[config.mk]
export PLATFORM = sky130hd
export DESIGN_NAME = hazard_ctrl_d
export DESIGN_NICKNAME = d
export VERILOG_FILES = /design/src/rtl/hazard_ctrl_d.sv
export SDC_FILE = /design/constraint.sdc
export NUM_CORES = 1
export LEC_CHECK = 0
export CAP_MARGIN = 10
export CORE_MARGIN = 2
export CORE_UTILIZATION = 53
export CTS_BUF_LIST = sky130_fd_sc_hd__clkbuf_4 sky130_fd_sc_hd__clkbuf_8
export CTS_CLUSTER_SIZE = 25
export DETAILED_ROUTE_END_ITERATION = 10
export PLACE_DENSITY_LB_ADDON = 0.12
export SLEW_MARGIN = 40
export SYNTH_ARGS = -nofsm -noshare
export SYNTH_HDL_FRONTEND = slang
export SYNTH_SLANG_ARGS = --single-unit
export TNS_END_PERCENT = 50
[constraint.sdc]
create_clock -name iClk -period 6 [get_ports iClk]
set_clock_uncertainty 0.05 [all_clocks]
set_input_delay 1.2 -clock iClk [delete_from_list [all_inputs] [get_ports iClk]]
set_output_delay 1.2 -clock iClk [all_outputs]
set_load 0.01 [all_outputs]
[src/rtl/hazard_ctrl_d.sv]
// Decode-stage hazard controller: tracks in-flight destinations in a shadow E/M/W
// pipeline and drives comparator/JALR forward selects plus stall/bubble controls for D.
module hazard_ctrl_d #(
    parameter int REG_AW    = 5,
    parameter int MAX_STALL = 2
) (
    input  logic              iClk,
    input  logic              iRstN,
    input  logic              iValidD,
    input  logic [REG_AW-1:0] iRs1D,
    input  logic [REG_AW-1:0] iRs2D,
    input  logic              iUsesRs1D,
    input  logic              iUsesRs2D,
    input  logic              iBranchD,
    input  logic              iJalrD,
    input  logic [REG_AW-1:0] iRdD,
    input  logic              iRegWriteD,
    input  logic              iLoadD,
    input  logic              iStallExt,
    output logic              oCompOp1Select,
    output logic              oCompOp2Select,
    output logic              oForwardRegOffset,
    output logic              oStallF,
    output logic              oStallD,
    output logic              oFlushE,
    output logic [1:0]        oStallCnt,
    output logic              oHazardErr,
    output logic              dbg_fsm,
    output logic [REG_AW+2:0] dbg_w
);

    typedef enum logic {RUN = 1'b0, STALL = 1'b1} state_t;

    logic              e_valid, m_valid, w_valid;
    logic [REG_AW-1:0] e_rd, m_rd, w_rd;
    logic              e_rw, m_rw, w_rw;
    logic              e_ld, m_ld, w_ld;

    state_t            state_q, state_d;
    logic [1:0]        cnt_q, cnt_d;
    logic              err_q, err_d;

    logic hz;
    logic early1, early2, late1, late2;
    logic e_m1, e_m2, m_m1, m_m2;

    function automatic logic match(input logic v, input logic rw,
                                   input logic [REG_AW-1:0] rd,
                                   input logic [REG_AW-1:0] rs);
        return v & rw & (rd == rs) & (rs != '0);
    endfunction

    always_comb begin
        early1 = iValidD & iUsesRs1D & (iBranchD | iJalrD);
        early2 = iValidD & iUsesRs2D & iBranchD;
        late1  = iValidD & iUsesRs1D & ~early1;
        late2  = iValidD & iUsesRs2D & ~early2;
        e_m1   = match(e_valid, e_rw, e_rd, iRs1D);
        e_m2   = match(e_valid, e_rw, e_rd, iRs2D);
        m_m1   = match(m_valid, m_rw, m_rd, iRs1D);
        m_m2   = match(m_valid, m_rw, m_rd, iRs2D);
        // W matches need nothing: the register file writes in the first half-cycle.
        hz = (early1 & e_m1) | (early1 & m_m1 & m_ld) | (late1 & e_m1 & e_ld)
           | (early2 & e_m2) | (early2 & m_m2 & m_ld) | (late2 & e_m2 & e_ld);
    end

    always_comb begin
        oStallF           = hz;
        oStallD           = hz;
        oFlushE           = hz;
        oCompOp1Select    = ~hz & iBranchD & early1 & m_m1 & ~m_ld;
        oCompOp2Select    = ~hz & iBranchD & early2 & m_m2 & ~m_ld;
        oForwardRegOffset = ~hz & iJalrD & early1 & m_m1 & ~m_ld;
    end

    always_ff @(posedge iClk or negedge iRstN) begin
        if (!iRstN) begin
            e_valid <= 1'b0; e_rd <= '0; e_rw <= 1'b0; e_ld <= 1'b0;
            m_valid <= 1'b0; m_rd <= '0; m_rw <= 1'b0; m_ld <= 1'b0;
            w_valid <= 1'b0; w_rd <= '0; w_rw <= 1'b0; w_ld <= 1'b0;
        end else if (!iStallExt) begin
            w_valid <= m_valid; w_rd <= m_rd; w_rw <= m_rw; w_ld <= m_ld;
            m_valid <= e_valid; m_rd <= e_rd; m_rw <= e_rw; m_ld <= e_ld;
            // A stalled D instruction enters E as a bubble.
            e_valid <= iValidD & ~hz;
            e_rd    <= iRdD;
            e_rw    <= iRegWriteD;
            e_ld    <= iLoadD;
        end
    end

    always_ff @(posedge iClk or negedge iRstN) begin
        if (!iRstN) begin
            state_q <= RUN;
            cnt_q   <= 2'd0;
            err_q   <= 1'b0;
        end else if (!iStallExt) begin
            state_q <= state_d;
            cnt_q   <= cnt_d;
            err_q   <= err_d;
        end
    end

    always_comb begin
        state_d = state_q;
        cnt_d   = cnt_q;
        case (state_q)
            RUN: begin
                if (hz) begin
                    state_d = STALL;
                    cnt_d   = 2'd1;
                end
            end
            STALL: begin
                if (hz) begin
                    cnt_d = (cnt_q == 2'd3) ? 2'd3 : cnt_q + 2'd1;
                end else begin
                    state_d = RUN;
                    cnt_d   = 2'd0;
                end
            end
            default: begin
                state_d = RUN;
                cnt_d   = 2'd0;
            end
        endcase
        err_d = err_q | (int'(cnt_d) > MAX_STALL);
    end

    always_comb begin
        oStallCnt  = cnt_q;
        oHazardErr = err_q;
        dbg_fsm    = state_q;
        dbg_w      = {w_valid, w_rd, w_rw, w_ld};
    end

endmodule
==> flow_metrics.env <==
export IMPL_worst_pin_slew_ps=468
export IMPL_placed_cells=208
export IMPL_hold_depth=2
export IMPL_grt_pass1_vias=1290
export IMPL_cp_data_arrival_time_ps=3750
export IMPL_final_setup_viol_count=0
export IMPL_place_area_mm2=0.00198
export IMPL_rows=19
export IMPL_ctsHoldBuffers=0
export IMPL_fin_crit_sh=0.833
export IMPL_dpl_hpwl_um=2560
export IMPL_h_tree_depth=1
export IMPL_gr_total_overflow=0
export IMPL_ctsLongestPathBuffers=2
export IMPL_wl_per_cell_um=15.6
export IMPL_die_area_mm2=0.00337
export IMPL_setup_tns_ps=0
export IMPL_antenna_left=0
export IMPL_synth_seq_area_share=0.452
export IMPL_switching_power_mw=0.132
export IMPL_ff2ff_path_depth=5
export IMPL_numPortBuffers=42
export IMPL_slew_headroom=0.686
export IMPL_drc=0
export IMPL_vias_per_cell=5.74
export IMPL_pin_count=43
export IMPL_synthCells=141
export IMPL_dr_pass1_iters=4
export IMPL_combinationalPowerShare=0.291
export IMPL_post_cts_resized=0
export IMPL_max_freq_mhz=200
export IMPL_synth_area_top_cells="dfrtp_1 (45%), mux2_2 (17%), xnor2_1 (5.6%)"
export IMPL_crit_required_ps=4750
export IMPL_grt_max_degree=30
export IMPL_cp_max_fo=7
export IMPL_cp_end_kind="primary output"
export IMPL_routabilityCongestion=0.943
export IMPL_hold_end="w_ld"
export IMPL_grt_usage=0.212
export IMPL_clk_latency_ps=310
export IMPL_synth_commonest_cells="dfrtp_1 (28), mux2_2 (23), nand2_1 (10), xnor2_1 (10), xor2_1 (10)"
export IMPL_clock_sinks=28
export IMPL_clkPwrFrac=0.165
export IMPL_drive_above_1_share=0.183
export IMPL_routed_wirelength_um=3280
export IMPL_die_w_um=58.1
export IMPL_instances_no_fill=211
export IMPL_numCtsBuffers=3
export IMPL_grt_first_pass_wirelength_um=5540
export IMPL_drt_iter0_drc=33
export IMPL_r2r_slack_ps=3900
export IMPL_synthFlopType="dfrtp_1"
export IMPL_vias=1211
export IMPL_p_seq_frac=0.544
export IMPL_synth_edf_count=0
export IMPL_status="finished clean"
export IMPL_synth_top_area_cell="dfrtp_1"
export IMPL_fin_area_mm2=0.00200
export IMPL_tritoncts="yes"
export IMPL_rr_endpoint="oStallCnt[1]"
export IMPL_leakage_nw=0.814
export IMPL_die_h_um=58.1
export IMPL_worstSetupPathType="in2out"
export IMPL_report_final_slew_viol_count=0
export IMPL_synthDominantCellAreaShare=0.452
export IMPL_peakVddDrop_uv=189
export IMPL_ys_ff_latch=28
export IMPL_clkTransAtPathRegs_ps=140
export IMPL_nFillCells=217
export IMPL_hold_viol_final=0
export IMPL_synth_most_common_cell="dfrtp_1"
export IMPL_hold_path_class="reg2reg"
export IMPL_min_delay_start="w_ld"
export IMPL_postCtsSetupBuffers=0
export IMPL_start_kind="primary input"
export IMPL_synth_area_mm2=0.00155
export IMPL_reg2reg_from="m_rd[4]"
export IMPL_p_per_area_mw_per_mm2=224
export IMPL_total_power_mw=0.448
export IMPL_antenna_found_initial=0
export IMPL_ys_warn_count=0
export IMPL_finalCriticalPeriod_ps=5000
export IMPL_synth_cell_types=33
export IMPL_swShare=0.294
export IMPL_start_util=0.562
export IMPL_rsz0062_at_grt="false"
export IMPL_area_delta_synth_final_pct=28.9
export IMPL_cts_root_buf="clkbuf_4"
export IMPL_syn_avg_cell_area_um2=11.0
export IMPL_core_area_mm2=0.00276
export IMPL_p_int_mw=0.316
export IMPL_maxCapViolations=0
export IMPL_fin_nets=207
export IMPL_diodes=0
export IMPL_syn_nets=166
export IMPL_synthArstFlopShare=1.00
registers in the layout, indices dropped and copies added (netlist names), 2 cells and up:
| name | count |
|---|---|
| e_rd | 5 |
| m_rd | 5 |
| oStallCnt | 2 |
| w_rd | 5 |
critical path, cell delays in order:
cell and delay, ps:
clkdlybuf4s50_1 470, or4_4 560, o211ai_2 260, or4_2 190, nand4_1 230, nor3_1 270, clkdlybuf4s50_1 570
layer usage:
| metal | up-vias | share of wire | GRT usage |
|---|---|---|---|
| met5 | - | 0 | 0 |
| met4 | 0 | 0.0082 | 0.0797 |
| met3 | 4 | 0.064 | 0.0246 |
| met2 | 45 | 0.47 | 0.362 |
| met1 | 570 | 0.45 | 0.276 |
| li1 | 592 | - | - |
layout make-up:
type / instances / area [µm²] / area share
multi-input cells: 98 / 774 / 0.388
flip-flops and latches: 28 / 701 / 0.351
repair buffers: 44 / 435 / 0.218
well taps: 31 / 38.8 / 0.0194
inverters: 7 / 26.3 / 0.0131
clock buffers: 3 / 22.5 / 0.0113
metrics by stage:
| stage | utilization | hold slack, ps | worst slack, ps |
|---|---|---|---|
| finish | 0.725 | 456 | 1000 |
| global route | 0.725 | 482 | 785 |
| CTS | 0.725 | 465 | 1020 |
| detailed placement | 0.716 | 433 | 1020 |
| global placement | 0.716 | 420 | 1120 |
| floorplan | - | 404 | 2030 |
power groups by stage:
stage,logic (mW),registers (mW),clock network (mW)
3_5_place_dp,0.131,0.248,0
3_3_place_gp,0.128,0.245,0
4_1_cts,0.132,0.243,0.0768
2_1_floorplan,0.0691,0.245,0
6_report,0.131,0.244,0.0740
5_1_grt,0.143,0.248,0.0824
worst max-delay path by stage:
stage / from / to / cells after the start
3_3_place_gp: iRs2D[1] / oCompOp1Select / 7
5_1_grt: iRs2D[1] / oCompOp1Select / 7
6_report: iRs2D[1] / oCompOp1Select / 7
4_1_cts: iRs2D[1] / oCompOp1Select / 7
2_1_floorplan: iRs2D[1] / oCompOp1Select / 5
3_5_place_dp: iRs2D[1] / oCompOp1Select / 7
layout by cell type, fill, tap and decap left out, types with 3 or more instances in the layout:
cell type,instances
clkdlybuf4s50_1,42
dfrtp_1,28
mux2_2,23
xnor2_1,10
nand2_1,10
xor2_1,10
inv_1,7
nor3_1,6
nand4_1,5
nor2_1,4
nor4_1,4
clkbuf_4,3
logic make-up (layout without fill, tap and decap cells):
group                  count (synthesis)  in the layout  share of synthesized area
multiplexers                          23             23                      0.167
buffers and inverters                 15             54                     0.0484
XOR/XNOR                              20             20                      0.113
flip-flops                            28             28                      0.452
AO/OA/AOI/OAI                         15             15                     0.0726
AND/OR/NAND/NOR                       40             40                      0.147
Power figures use the tool's default switching activity.
